===== config.mk =====
export PLATFORM = sky130hd
export DESIGN_NAME = dmem_arbiter_flat
export DESIGN_NICKNAME = d
export VERILOG_FILES = /design/src/rtl/dmem_arbiter_if.sv /design/src/rtl/dmem_arbiter.sv /design/src/flat_wrapper.sv
export SDC_FILE = /design/constraint.sdc
export NUM_CORES = 1
export LEC_CHECK = 0
export CORE_AREA = 2 2 120 122
export CTS_BUF_LIST = sky130_fd_sc_hd__clkbuf_16
export DETAILED_ROUTE_END_ITERATION = 8
export DIE_AREA = 0 0 122 124
export PLACE_DENSITY = 0.81
export SLEW_MARGIN = 10
export SYNTH_ARGS = -nofsm -noshare
export SYNTH_HDL_FRONTEND = slang
export SYNTH_SLANG_ARGS = --single-unit

===== constraint.sdc =====
create_clock -name i_clk -period 7.5 [get_ports i_clk]
set_input_delay 1.125 -clock i_clk [delete_from_list [all_inputs] [get_ports i_clk]]
set_output_delay 1.125 -clock i_clk [all_outputs]
set_load 0.01 [all_outputs]

===== src/rtl/dmem_arbiter_if.sv =====
// Bus bundle between the data-RAM arbiter and its CPU, DMA, RAM and I/O neighbours.
// The arbiter uses the slave view; the requesters and RAM together form the master view.
interface dmem_arbiter_if #(
  parameter int AW = 24,
  parameter int DW = 32
);
  logic          cpu_req;
  logic          cpu_wr;
  logic [AW-1:0] cpu_addr;
  logic [DW-1:0] cpu_wdata;
  logic          cpu_stall;
  logic [DW-1:0] cpu_rdata;
  logic          cpu_rvalid;

  logic          dma_req;
  logic          dma_wr;
  logic [AW-1:0] dma_addr;
  logic [DW-1:0] dma_wdata;
  logic          dma_gnt;
  logic [DW-1:0] dma_rdata;
  logic          dma_rvalid;

  logic          ram_cs;
  logic          ram_wr;
  logic [AW-1:0] ram_addr;
  logic [DW-1:0] ram_wdata;
  logic [DW-1:0] ram_rdata;

  logic          stdout_valid;
  logic [DW-1:0] stdout_data;
  logic          halt;

  modport slave (
    input  cpu_req, cpu_wr, cpu_addr, cpu_wdata,
    output cpu_stall, cpu_rdata, cpu_rvalid,
    input  dma_req, dma_wr, dma_addr, dma_wdata,
    output dma_gnt, dma_rdata, dma_rvalid,
    output ram_cs, ram_wr, ram_addr, ram_wdata,
    input  ram_rdata,
    output stdout_valid, stdout_data, halt
  );

  modport master (
    output cpu_req, cpu_wr, cpu_addr, cpu_wdata,
    input  cpu_stall, cpu_rdata, cpu_rvalid,
    output dma_req, dma_wr, dma_addr, dma_wdata,
    input  dma_gnt, dma_rdata, dma_rvalid,
    input  ram_cs, ram_wr, ram_addr, ram_wdata,
    output ram_rdata,
    input  stdout_valid, stdout_data, halt
  );
endinterface


===== src/rtl/dmem_arbiter.sv =====
// Single-port data RAM arbiter: CPU priority with a forced DMA slot after MAX_WAIT
// denials, plus decode of the CPU stdout (0xFFFFFE) and halt (0xFFFFFF) words.
module dmem_arbiter #(
  parameter int AW       = 24,
  parameter int DW       = 32,
  parameter int MAX_WAIT = 4
) (
  input logic          i_clk,
  input logic          i_rst,
  dmem_arbiter_if.slave bus
);

  typedef enum logic [1:0] {
    OWN_NONE,
    OWN_CPU,
    OWN_DMA
  } owner_t;

  localparam logic [3:0]    WAIT_LIM    = 4'(MAX_WAIT);
  localparam logic [AW-1:0] ADDR_STDOUT = {{(AW-1){1'b1}}, 1'b0};
  localparam logic [AW-1:0] ADDR_HALT   = {AW{1'b1}};

  owner_t        owner;
  logic          cpu_own;
  logic          dma_own;
  logic          cpu_live;
  logic          dma_live;
  logic          cpu_io;
  logic          dma_io;
  logic [3:0]    wait_cnt;
  logic          halt_q;
  logic          stdout_valid_q;
  logic [DW-1:0] stdout_data_q;

  logic          rd_cpu_q;
  logic          rd_cpu_io_q;
  logic          rd_dma_q;
  logic          rd_dma_io_q;
  logic [DW-1:0] cpu_rdata_q;
  logic [DW-1:0] dma_rdata_q;
  logic [DW-1:0] cpu_ret;
  logic [DW-1:0] dma_ret;

  assign cpu_io = (bus.cpu_addr >= ADDR_STDOUT);
  assign dma_io = (bus.dma_addr >= ADDR_STDOUT);

  // Reset and halt gate requests here so the owner decode never serves them.
  assign cpu_live = bus.cpu_req & ~halt_q & ~i_rst;
  assign dma_live = bus.dma_req & ~i_rst;

  always_comb begin
    owner = OWN_NONE;
    if (cpu_live && dma_live) begin
      owner = (wait_cnt == WAIT_LIM) ? OWN_DMA : OWN_CPU;
    end else if (cpu_live) begin
      owner = OWN_CPU;
    end else if (dma_live) begin
      owner = OWN_DMA;
    end
  end

  assign cpu_own = (owner == OWN_CPU);
  assign dma_own = (owner == OWN_DMA);

  always_comb begin
    bus.cpu_stall = bus.cpu_req & ~cpu_own;
    bus.dma_gnt   = dma_own;
    bus.ram_cs    = (cpu_own & ~cpu_io) | (dma_own & ~dma_io);
    bus.ram_wr    = bus.ram_cs & (dma_own ? bus.dma_wr : bus.cpu_wr);
    bus.ram_addr  = dma_own ? bus.dma_addr  : bus.cpu_addr;
    bus.ram_wdata = dma_own ? bus.dma_wdata : bus.cpu_wdata;
  end

  always_ff @(posedge i_clk or posedge i_rst) begin
    if (i_rst) begin
      wait_cnt <= 4'd0;
    end else if (!bus.dma_req || dma_own) begin
      wait_cnt <= 4'd0;
    end else if (wait_cnt != WAIT_LIM) begin
      wait_cnt <= wait_cnt + 4'd1;
    end
  end

  always_ff @(posedge i_clk or posedge i_rst) begin
    if (i_rst) begin
      halt_q         <= 1'b0;
      stdout_valid_q <= 1'b0;
      stdout_data_q  <= '0;
    end else begin
      stdout_valid_q <= 1'b0;
      if (cpu_own && bus.cpu_wr && bus.cpu_addr == ADDR_STDOUT) begin
        stdout_valid_q <= 1'b1;
        stdout_data_q  <= bus.cpu_wdata;
      end
      if (cpu_own && bus.cpu_wr && bus.cpu_addr == ADDR_HALT) begin
        halt_q <= 1'b1;
      end
    end
  end

  always_ff @(posedge i_clk or posedge i_rst) begin
    if (i_rst) begin
      rd_cpu_q    <= 1'b0;
      rd_cpu_io_q <= 1'b0;
      rd_dma_q    <= 1'b0;
      rd_dma_io_q <= 1'b0;
    end else begin
      rd_cpu_q    <= cpu_own & ~bus.cpu_wr;
      rd_cpu_io_q <= cpu_io;
      rd_dma_q    <= dma_own & ~bus.dma_wr;
      rd_dma_io_q <= dma_io;
    end
  end

  // The RAM answers one cycle after the grant, so returned data is muxed live
  // and captured into the hold registers for the following cycles.
  assign cpu_ret = rd_cpu_io_q ? '0 : bus.ram_rdata;
  assign dma_ret = rd_dma_io_q ? '0 : bus.ram_rdata;

  always_ff @(posedge i_clk or posedge i_rst) begin
    if (i_rst) begin
      cpu_rdata_q <= '0;
      dma_rdata_q <= '0;
    end else begin
      if (rd_cpu_q) cpu_rdata_q <= cpu_ret;
      if (rd_dma_q) dma_rdata_q <= dma_ret;
    end
  end

  always_comb begin
    bus.cpu_rvalid   = rd_cpu_q;
    bus.cpu_rdata    = rd_cpu_q ? cpu_ret : cpu_rdata_q;
    bus.dma_rvalid   = rd_dma_q;
    bus.dma_rdata    = rd_dma_q ? dma_ret : dma_rdata_q;
    bus.stdout_valid = stdout_valid_q;
    bus.stdout_data  = stdout_data_q;
    bus.halt         = halt_q;
  end

endmodule


===== src/flat_wrapper.sv =====
// flat-port wrapper written by rule: the top's interface ports become plain ports
module dmem_arbiter_flat 
#(
  parameter int AW       = 24,
  parameter int DW       = 32,
  parameter int MAX_WAIT = 4
)
  (i_clk, i_rst, bus_cpu_req, bus_cpu_wr, bus_cpu_addr, bus_cpu_wdata, bus_cpu_stall, bus_cpu_rdata, bus_cpu_rvalid, bus_dma_req, bus_dma_wr, bus_dma_addr, bus_dma_wdata, bus_dma_gnt, bus_dma_rdata, bus_dma_rvalid, bus_ram_cs, bus_ram_wr, bus_ram_addr, bus_ram_wdata, bus_ram_rdata, bus_stdout_valid, bus_stdout_data, bus_halt);
  dmem_arbiter_if #(.AW(AW), .DW(DW)) bus_i ();
  input logic i_clk;
  input logic i_rst;
  input wire logic [$bits(bus_i.cpu_req)-1:0] bus_cpu_req;
  input wire logic [$bits(bus_i.cpu_wr)-1:0] bus_cpu_wr;
  input wire logic [$bits(bus_i.cpu_addr)-1:0] bus_cpu_addr;
  input wire logic [$bits(bus_i.cpu_wdata)-1:0] bus_cpu_wdata;
  output wire logic [$bits(bus_i.cpu_stall)-1:0] bus_cpu_stall;
  output wire logic [$bits(bus_i.cpu_rdata)-1:0] bus_cpu_rdata;
  output wire logic [$bits(bus_i.cpu_rvalid)-1:0] bus_cpu_rvalid;
  input wire logic [$bits(bus_i.dma_req)-1:0] bus_dma_req;
  input wire logic [$bits(bus_i.dma_wr)-1:0] bus_dma_wr;
  input wire logic [$bits(bus_i.dma_addr)-1:0] bus_dma_addr;
  input wire logic [$bits(bus_i.dma_wdata)-1:0] bus_dma_wdata;
  output wire logic [$bits(bus_i.dma_gnt)-1:0] bus_dma_gnt;
  output wire logic [$bits(bus_i.dma_rdata)-1:0] bus_dma_rdata;
  output wire logic [$bits(bus_i.dma_rvalid)-1:0] bus_dma_rvalid;
  output wire logic [$bits(bus_i.ram_cs)-1:0] bus_ram_cs;
  output wire logic [$bits(bus_i.ram_wr)-1:0] bus_ram_wr;
  output wire logic [$bits(bus_i.ram_addr)-1:0] bus_ram_addr;
  output wire logic [$bits(bus_i.ram_wdata)-1:0] bus_ram_wdata;
  input wire logic [$bits(bus_i.ram_rdata)-1:0] bus_ram_rdata;
  output wire logic [$bits(bus_i.stdout_valid)-1:0] bus_stdout_valid;
  output wire logic [$bits(bus_i.stdout_data)-1:0] bus_stdout_data;
  output wire logic [$bits(bus_i.halt)-1:0] bus_halt;
  assign bus_i.cpu_req = bus_cpu_req;
  assign bus_i.cpu_wr = bus_cpu_wr;
  assign bus_i.cpu_addr = bus_cpu_addr;
  assign bus_i.cpu_wdata = bus_cpu_wdata;
  assign bus_cpu_stall = bus_i.cpu_stall;
  assign bus_cpu_rdata = bus_i.cpu_rdata;
  assign bus_cpu_rvalid = bus_i.cpu_rvalid;
  assign bus_i.dma_req = bus_dma_req;
  assign bus_i.dma_wr = bus_dma_wr;
  assign bus_i.dma_addr = bus_dma_addr;
  assign bus_i.dma_wdata = bus_dma_wdata;
  assign bus_dma_gnt = bus_i.dma_gnt;
  assign bus_dma_rdata = bus_i.dma_rdata;
  assign bus_dma_rvalid = bus_i.dma_rvalid;
  assign bus_ram_cs = bus_i.ram_cs;
  assign bus_ram_wr = bus_i.ram_wr;
  assign bus_ram_addr = bus_i.ram_addr;
  assign bus_ram_wdata = bus_i.ram_wdata;
  assign bus_i.ram_rdata = bus_ram_rdata;
  assign bus_stdout_valid = bus_i.stdout_valid;
  assign bus_stdout_data = bus_i.stdout_data;
  assign bus_halt = bus_i.halt;
  dmem_arbiter #(.AW(AW), .DW(DW), .MAX_WAIT(MAX_WAIT)) u_core (.i_clk(i_clk), .i_rst(i_rst), .bus(bus_i));
endmodule

---- Word-level counts from Yosys, hierarchy flattened ----
Index checks and enable logic that the tools add are counted.
storage, ports and cells
  bits in registers ....................... 106
  logic and storage cells ................. 57
cells by class
  bitwise logic cells ..................... 17
  $lt $le $gt $ge ......................... 2
  equality and inequality tests ........... 6
  add/sub/neg operators ................... 1
  reduce and logical (&&, ||, !) cells .... 7
  muxes and demuxes ....................... 14
operators with widths
  cell                    count
  $mux W32                5
  $eq A24 B24 Y1 const B  2
  $ge A24 B24 Y1 const B  2
  $mux W24                1
  $and A1 B1 Y1           9
  $mux W2                 4
  $mux W4                 2
  $not A1 Y1              7
  $add A4 B1 Y4 const B   1
  $eq A4 B3 Y1 const B    1
  $logic_and A1 B1 Y1     4
  $ne A4 B3 Y1 const B    1
  $eq A2 B1 Y1 const B    1
  $eq A2 B2 Y1 const B    1
  $mux W1                 2
  $reduce_bool A2 Y1      1
  $logic_not A1 Y1        1
  $logic_or A1 B1 Y1      1
  $or A1 B1 Y1            1

---- Logic depth before layout (Yosys ltp) ----
Gate-level depths: netlist (run 1).
  depth after elaboration ................. 9
  mapped depth ............................ 9
  gate-level depth less buffers ........... 6

---- Worst setup path after synthesis (run 1) ----
No wires, ideal clock.
  path type ............................... input-to-output
  start point ............................. input i_rst
  end point ............................... output bus_ram_cs
  stages .................................. 2
  path buffers ............................ 0
  setup slack ............................. 2,699 ps
  required time ........................... 6,375 ps
  arrival time ............................ 3,676 ps
  cells stage by stage .................... inv_1 -> o21a_1
on the way
  word-level cells in the longest chain between the ends .. 8
  elaborated cells on any way between the ends .. 12
  classes of those cells .................. 2 x eq/ne; 3 x mux; 6 x bitwise; 1 x reduce/logical
ends and longest elaborated chain
  item                                          line                                    source
  start: declaration                            flat_wrapper.sv:11                      input logic i_rst;
  $not A1 Y1 (*)                                dmem_arbiter.sv:48, dmem_arbiter.sv:49
  $and A1 B1 Y1                                 dmem_arbiter.sv:49                      assign dma_live = bus.dma_req & ~i_rst;
  $mux W2                                       dmem_arbiter.sv:57                      end else if (dma_live) begin
  $mux W2                                       dmem_arbiter.sv:55                      end else if (cpu_live) begin
  $mux W2 (*)                                   dmem_arbiter.sv:53                      if (cpu_live && dma_live) begin
  $eq A2 B1 Y1 or $eq A2 B2 Y1 (tied branches)  dmem_arbiter.sv:62, dmem_arbiter.sv:63
  $and A1 B1 Y1                                 dmem_arbiter.sv:68                      bus.ram_cs = (cpu_own & ~cpu_io) | (dma_own & ~dma_io);
  $or A1 B1 Y1 (*)                              dmem_arbiter.sv:68
  end: declaration                              flat_wrapper.sv:26                      output wire logic [$bits(bus_i.ram_cs)-1:0] bus_ram_cs;
Every way passes the cells marked *; elsewhere a longest branch is shown, timed or not.

---- Worst setup path after layout (run 1) ----
  start point ............................. input bus_cpu_req
  end point ............................... output bus_ram_addr[3]
on the way
  word-level cells in the longest chain between the ends .. 6
  elaborated cells on any way between the ends .. 7
  classes of those cells .................. 1 x eq/ne; 3 x mux; 2 x bitwise; 1 x reduce/logical
ends and longest elaborated chain
  item                                            line                                    source
  start: declaration                              flat_wrapper.sv:12                      input wire logic [$bits(bus_i.cpu_req)-1:0] bus_cpu_req;
  $and A1 B1 Y1 (*) (2 in a row)                  dmem_arbiter.sv:48                      assign cpu_live = bus.cpu_req & ~halt_q & ~i_rst;
  $mux W2 or $logic_and A1 B1 Y1 (tied branches)  dmem_arbiter.sv:55, dmem_arbiter.sv:53
  $mux W2 (*)                                     dmem_arbiter.sv:53
  $eq A2 B2 Y1 (*)                                dmem_arbiter.sv:63                      assign dma_own = (owner == OWN_DMA);
  $mux W24 (*)                                    dmem_arbiter.sv:70                      bus.ram_addr = dma_own ? bus.dma_addr : bus.cpu_addr;
  end: declaration                                flat_wrapper.sv:28                      output wire logic [$bits(bus_i.ram_addr)-1:0] bus_ram_addr;
Marks and branches as above.

==> results of run 1 <==
## cells in the final DEF, fill, tap and decap left out, types with 2 or more instances in the layout
cell             count
nor4_1               2
mux2_2              58
buf_4                4
xnor2_1              2
o21ai_0             66
nor2b_1              2
nand4_1             10
nor2_1               4
nand3b_1            34
clkdlybuf4s50_1    309
nand3_1              3
clkbuf_16            9
mux2_4              30
nand2_1             36
dfrtp_1            105
inv_1               72
nand2b_1             2
ha_1                 2
a21oi_1              6
## cell type report
type,instances,area (um^2)
fillers,1101,5020
repair buffers,313,3120
flip-flops and latches,106,2650
multi-input cells,269,2160
inverters,71,269
clock buffers,9,225
well taps,180,225
clock inverters,5,50.0
## cells by family after synthesis
logic type      synth area share
flops                      0.509
simple gates               0.112
buf+inv                   0.0774
mux                        0.212
compound gates            0.0810
xor+xnor                 0.00336
fa+ha+maj                0.00480
## metrics by stage
stage,total power [mW],cell area (um^2),setup slack [ns],std cells,utilization
after floorplan,0.742,5210,2.70,473,-
after global placement,0.977,8430,2.77,939,0.614
after detailed placement,0.984,8430,2.69,939,0.614
after CTS,1.44,8700,2.68,953,0.634
after global routing,1.48,8700,2.58,953,0.634
final,1.42,8700,2.66,953,0.634
## where the power goes
group | total [mW] | switching [mW] | leakage [nW] | internal [mW]
clock network | 0.445 | 0.193 | 0.141 | 0.252
logic | 0.351 | 0.146 | 2.43 | 0.206
registers | 0.621 | 0.0133 | 1.28 | 0.608
## flip-flops by register name, summed over array words and instances, names as in the netlist
register	flops
u_core.rd_dma_io_q	1
u_core.bus.stdout_data	32
u_core.wait_cnt	4
u_core.bus.halt	1
u_core.bus.dma_rvalid	1
u_core.dma_rdata_q	32
u_core.bus.stdout_valid	1
u_core.bus.cpu_rvalid	1
u_core.rd_cpu_io_q	1
u_core.cpu_rdata_q	32
## path summary, 6_finish.rpt
path                            cells after the start                         end  slack (ns)                       start
worst max-delay path                                7             bus_ram_addr[3]        2.66                 bus_cpu_req
worst max register to register                      6  u_core.bus.stdout_data[28]        4.61          u_core.wait_cnt[0]
max in group asynchronous                           3      u_core.dma_rdata_q[19]        4.94                       i_rst
worst min-delay path                                1  u_core.bus.stdout_data[29]        0.51  u_core.bus.stdout_data[29]
worst min register to register                      1  u_core.bus.stdout_data[29]        0.51  u_core.bus.stdout_data[29]
min in group asynchronous                           2   u_core.bus.stdout_data[7]        1.35                       i_rst
## cells in the mapped netlist
library cell / instances / area, um^2
and3b_1: 1 / 8.76
and3_1: 1 / 6.26
nor2_1: 4 / 15.0
nor3b_1: 1 / 7.51
a221oi_1: 1 / 8.76
nand2b_1: 2 / 12.5
buf_2: 4 / 20.0
nand2_1: 36 / 135
nand3b_1: 34 / 255
o21ai_0: 66 / 330
buf_6: 4 / 45.0
a2111oi_4: 1 / 27.5
nor2b_1: 3 / 18.8
mux2_2: 58 / 653
nor4_1: 2 / 12.5
nor3_1: 1 / 5.00
dfrtp_1: 106 / 2650
mux2_4: 30 / 450
a21oi_1: 6 / 30.0
a21boi_0: 1 / 7.51
ha_1: 2 / 25.0
xnor2_1: 2 / 17.5
a32o_1: 1 / 10.0
clkbuf_1: 19 / 71.3
nand4b_4: 1 / 23.8
and2_1: 1 / 6.26
nand4_1: 10 / 62.6
o21a_1: 1 / 7.51
inv_1: 71 / 267
nand3_1: 3 / 15.0
## routing by layer
metal,GRT usage,part of all wire,up-vias,wire (um)
met5,0,0,-,0
met4,0.0970,0.028,0,546
met3,0.0783,0.081,34,1600
met2,0.458,0.52,225,10300
met1,0.282,0.37,2337,7280
li1,-,-,2179,-
==> results.yml, run 1 <==
floorplan:
  start_util: 0.380
  core_um2: 13700
  rows: 43
  dieArea_um2: 15100
  ios: 310
  die_h_um: 124
  chipWidth_um: 122
worst_setup_path:
  crit_buf_inv: 3
  slowest_stage: "buf_4"
  endpoint_kind: "output port"
  path_cells: "clkdlybuf4s50_1 > nor2b_1 > a21oi_1 > and2_2 > buf_4 > mux2_2 > clkdlybuf4s50_1"
  critical_path_arrival_ns: 3.72
  cpPeakStageDelay_ns: 0.58
  crit_top_cell: "clkdlybuf4s50_1"
  cp-start-kind: "input pin"
  crit_fanout: 59
  path_class: "in2out"
  cp_top_family: "buffers and inverters"
  crit_required_ns: 6.38
timing:
  fmax_ghz: 0.206
  setup_violations: 0
  grt_setup_unrepaired: "false"
  tightest_slew_ns: 0.989
  min_period_ns: 4.84
  hold_viol_final: 0
  fin_crit_sh: 0.646
  report.final.slew_viol_count: 0
  hold_ws_ns: 0.513
  relSlewSlack: 0.341
  setup_tns_ns: 0
  fin_skew_ns: 0.0104
cells_and_area:
  syn_to_final_growth_pct: 67.1
  n_antenna_cell: 0
  drive_gt1_frac: 0.141
  fin_nets: 922
grt:
  grt_antenna_before_repair: 0
  grt_max_degree: 66
  grt_overflow: 0
  grt_pass1_vias: 4972
  grt_pass1_wl_um: 28600
  track_usage: 0.255
hold_path:
  hp-class: "reg2reg"
status:
  outcome: "finished clean"
cts:
  cts_buffers: 9
  cts.repair.resized: 0
  path_clk_slew_ns: 0.07
  cts_hold_buf: 0
  clkLatencyLatePin_ns: 0.34
  cts_setup_buffers: 0
  root_buffer: "clkbuf_16"
  cts_tree: "built"
  clock_sinks: 106
  htree_levels: 3
  cts_buffer_depth: 2
logic_synthesis:
  avgSynthCellArea_um2: 11.0
  synthDistinctLibCells: 30
  synth_nets: 625
  syn_area_um2: 5210
  synth_seq_area_share: 0.509
  ys_seq_elements: 106
  yosysWarnings: 0
  synthesis.instances: 473
placed_design:
  gp_congestion: 0.986
  port_buffers: 309
  dp_hpwl_um: 15800
drt:
  wire_per_inst_um: 20.7
  drt_iter0_drc: 281
  firstDrtPassIters: 4
  ant_nets: 0
  routed_wl_um: 19700
  viasPerCell: 5.01
  num_vias: 4775
  drc: 0
power_and_ir_drop:
  p_leak_nw: 3.85
  p_per_area_nw_per_um2: 163
  vdd_drop_max_v: 0.000111
run:
  max-cap-violations: 0
(Power assumes the default switching activity.)
==> run 2: changes to the inputs <==
Settings changed: CORE_AREA 2 2 120 122 to unset, CORE_MARGIN set to 2, CORE_UTILIZATION set to 34, DIE_AREA 0 0 122 124 to unset, PLACE_DENSITY 0.81 to 0.77.
Clock period 7.5 ns to 4.4 ns, I/O delays scaled along.
==> results.yml, run 2 (same netlist as run 1, synthesis figures left out) <==
status:
  outcome: "finished clean"
cells_and_area:
  fin_nets: 925
  layout_commonest_cell: "clkdlybuf4s50_1"
  syn_to_final_growth_pct: 68.1
  final_cell_mix: "309 x clkdlybuf4s50_1, 105 x dfrtp_1, 72 x inv_1"
  n_antenna_cell: 0
  postLayoutCoreUtil: 0.580
  stdcell_count: 966
  final_area_um2: 8760
  drive_gt1_frac: 0.148
worst_setup_path:
  endpoint_kind: "output port"
  critical_path_arrival_ns: 2.91
  path_class: "in2out"
  crit_fanout: 35
  crit_required_ns: 3.74
  cp-start-kind: "input pin"
grt:
  track_usage: 0.226
  grt_max_degree: 66
  grt_overflow: 0
  grt_antenna_before_repair: 0
  grt_pass1_vias: 4707
  grt_pass1_wl_um: 27400
drt:
  num_vias: 4597
  firstDrtPassIters: 4
  ant_nets: 0
  drc: 0
  wire_per_inst_um: 19.3
  drt_iter0_drc: 200
  viasPerCell: 4.76
  routed_wl_um: 18700
timing:
  hold_viol_final: 0
  fmax_ghz: 0.280
  tightest_slew_ns: 0.990
  grt_setup_unrepaired: "false"
  relSlewSlack: 0.340
  setup_violations: 0
  report.final.slew_viol_count: 0
  min_period_ns: 3.57
  fin_skew_ns: 0.00253
  fin_crit_sh: 0.811
  hold_ws_ns: 0.508
  setup_tns_ns: 0
hold_path:
  hp-class: "reg2reg"
floorplan:
  ios: 310
  rows: 45
  dieArea_um2: 16300
  core_um2: 15100
  start_util: 0.345
  die_h_um: 128
  chipWidth_um: 128
power_and_ir_drop:
  p_per_area_nw_per_um2: 281
  p_leak_nw: 3.86
  vdd_drop_max_v: 0.000213
cts:
  htree_levels: 3
  cts_tree: "built"
  cts_setup_buffers: 0
  root_buffer: "clkbuf_16"
  cts_hold_buf: 0
  cts.repair.resized: 0
  path_clk_slew_ns: 0.07
  cts_buffer_depth: 2
  clkLatencyLatePin_ns: 0.35
  clock_sinks: 106
  cts_buffers: 9
placed_design:
  place_area_um2: 8460
  dp_hpwl_um: 14900
  gp_congestion: 0.882
  dp.cells: 950
  port_buffers: 309
run:
  max-cap-violations: 0
[run 2: report_power, final]
group	internal (mW)	switching, mW
clock	0.442	0.371
sequential	1.04	0.0223
combinational	0.352	0.238
[run 2: path summary, 6_finish.rpt]
check                      cells past startpoint  slack, ns                       start                         end
max                                            7       0.83                 bus_cpu_req             bus_ram_addr[1]
min                                            1       0.51  u_core.bus.stdout_data[29]  u_core.bus.stdout_data[29]
max reg2reg                                    6       1.51          u_core.wait_cnt[0]  u_core.bus.stdout_data[24]
min reg2reg                                    1       0.51  u_core.bus.stdout_data[29]  u_core.bus.stdout_data[29]
max in group asynchronous                      4       2.24                       i_rst   u_core.bus.stdout_data[1]
min in group asynchronous                      3       1.02                       i_rst     u_core.bus.stdout_valid
[run 2: worst max-delay path, stage by stage]
cell	delay (ns)
clkdlybuf4s50_1	0.44
nor2b_1	0.15
a21oi_1	0.17
and2_2	0.18
buf_4	0.40
mux2_2	0.39
clkdlybuf4s50_1	0.50
[run 2: layout make-up]
type | count | area (um^2)
Fill cell | 1328 | 6330
Sequential cell | 106 | 2650
Multi-Input combinational cell | 269 | 2160
Clock inverter | 7 | 71.3
Timing Repair Buffer | 316 | 3150
Tap cell | 188 | 235
Clock buffer | 9 | 225
Inverter | 71 | 269
[run 2: metrics by stage]
step / power [mW] / worst slack (ns)
floorplan: 1.27 / 0.529
global placement: 1.66 / 0.893
detailed placement: 1.67 / 0.838
CTS: 2.50 / 0.833
global route: 2.59 / 0.692
finish: 2.46 / 0.832
[run 2: metal layers]
layer  vias up  global-route usage  wire length, um
li1       2194                   -                -
met1      2153               0.241             6880
met2       207               0.397             9440
met3        43              0.0906             1560
met4         0              0.0983              771
met5         -                   0                0
==> run 3: changes to the inputs <==
Settings changed: CORE_UTILIZATION 34 to 38, PLACE_DENSITY 0.77 to 0.81.
Clock period 4.4 ns to 3.6 ns, I/O delays scaled along.
==> results.yml, run 3 (same netlist as run 1, synthesis figures left out) <==
timing:
  fin_crit_sh: 0.945
  min_period_ns: 3.40
  grt_setup_unrepaired: "false"
  fmax_ghz: 0.294
  report.final.slew_viol_count: 0
  relSlewSlack: 0.343
  fin_skew_ns: 0.00971
  setup_violations: 0
  tightest_slew_ns: 0.985
  hold_viol_final: 0
  setup_tns_ns: 0
drt:
  firstDrtPassIters: 6
  num_vias: 4764
  routed_wl_um: 19200
  drt_iter0_drc: 340
  wire_per_inst_um: 20.0
  ant_nets: 0
  viasPerCell: 4.97
  drc: 0
grt:
  grt_antenna_before_repair: 0
  grt_max_degree: 66
  grt_pass1_vias: 5035
  grt_overflow: 0
  grt_pass1_wl_um: 28600
  track_usage: 0.261
cts:
  cts_buffers: 9
  cts_hold_buf: 0
  root_buffer: "clkbuf_16"
  path_clk_slew_ns: 0.07
  cts_tree: "built"
  clock_sinks: 106
  clkLatencyLatePin_ns: 0.35
  htree_levels: 3
  cts_buffer_depth: 2
cells_and_area:
  multi_input_area_um2: 2160
  n_antenna_cell: 0
  n_fill_cell: 1017
  final_cell_mix: "309 x clkdlybuf4s50_1, 105 x dfrtp_1, 71 x inv_1"
  drive_gt1_frac: 0.153
  syn_to_final_growth_pct: 69.5
  regArea_um2: 2650
  fin_nets: 929
  layout_commonest_cell: "clkdlybuf4s50_1"
status:
  outcome: "finished clean"
hold_path:
  holdPathEnd: "u_core.bus.stdout_data[26]"
  min_from: "u_core.bus.stdout_data[26]"
  hp-class: "reg2reg"
  holdPathStages: 1
power_and_ir_drop:
  vdd_drop_max_v: 0.000250
  p_per_area_nw_per_um2: 351
  p_leak_nw: 3.90
  power_mw: 3.10
floorplan:
  die_h_um: 121
  core_um2: 13300
  ios: 310
  rows: 42
  start_util: 0.392
  chipWidth_um: 121
  dieArea_um2: 14700
worst_setup_path:
  rrSetupSlack_ns: 1.09
  crit_required_ns: 3.06
  r2r_cells: 7
  endpoint_kind: "output port"
  reg2reg_from: "u_core.wait_cnt[0]"
  critical_path_arrival_ns: 2.86
  path_class: "reg2out"
  crit_fanout: 17
  r2r_end: "u_core.bus.stdout_data[22]"
  cp-start-kind: "flop"
placed_design:
  dp_hpwl_um: 15200
  gp_congestion: 0.976
  port_buffers: 309
run:
  max-cap-violations: 0
## run 3: power breakdown
group	leakage, nW	internal [mW]	switching, mW	total, mW
sequential	1.28	1.27	0.0302	1.30
combinational	2.47	0.435	0.299	0.734
clock	0.159	0.616	0.456	1.07
total	3.90	2.32	0.786	3.10
## run 3: metrics by stage
step / hold slack, ns / utilization / setup slack, ns / cell area (um^2) / instances
final: 0.515 / 0.664 / 0.196 / 8830 / 958
after global routing: 0.522 / 0.664 / 0.0735 / 8830 / 958
after CTS: 0.516 / 0.664 / 0.0895 / 8830 / 958
after detailed placement: 0.499 / 0.639 / 0.218 / 8500 / 942
after global placement: 0.491 / 0.639 / 0.293 / 8500 / 942
after floorplan: 0.512 / - / 0.652 / 5210 / 473
## run 3: timing repair
item                                    4_1_cts  5_1_grt
endpoints found under the setup margin        0       36
buffers inserted                              0        0
hold endpoints to repair                      0        0
gates resized for setup                       0        1
## run 3: layout make-up
type | count | area share
sequential | 106 | 0.301
timing repair buffer | 320 | 0.363
clock inverter | 7 | 0.0113
multi-input combinational | 269 | 0.244
inverter | 71 | 0.0306
clock buffer | 9 | 0.0255
tap | 176 | 0.0249
## run 3: worst max path at each step
stage / slack [ns] / to / from / cells after the start
floorplan: 0.65 / bus_ram_cs / i_rst / 2
detailed placement: 0.22 / bus_ram_addr[0] / bus_cpu_req / 7
global route: 0.07 / bus_ram_addr[17] / u_core.wait_cnt[0] / 8
CTS: 0.09 / bus_ram_addr[0] / u_core.wait_cnt[0] / 8
global placement: 0.29 / bus_ram_wdata[11] / bus_cpu_req / 7
finish: 0.20 / bus_ram_addr[0] / u_core.wait_cnt[0] / 8
## run 3: routing by layer
layer | routed length (um) | track usage | vias up
met5 | 0 | 0 | -
li1 | - | - | 2194
met2 | 10200 | 0.472 | 212
met4 | 317 | 0.0632 | 0
met3 | 1860 | 0.115 | 20
met1 | 6780 | 0.279 | 2338
## run 3: worst max-delay path, stage by stage (launching register included)
cell,delay (ns)
dfrtp_1,0.41
inv_1,0.11
ha_1,0.19
nand3b_1,0.16
a21oi_1,0.23
and2_4,0.34
buf_4,0.21
mux2_2,0.35
clkdlybuf4s50_1,0.50
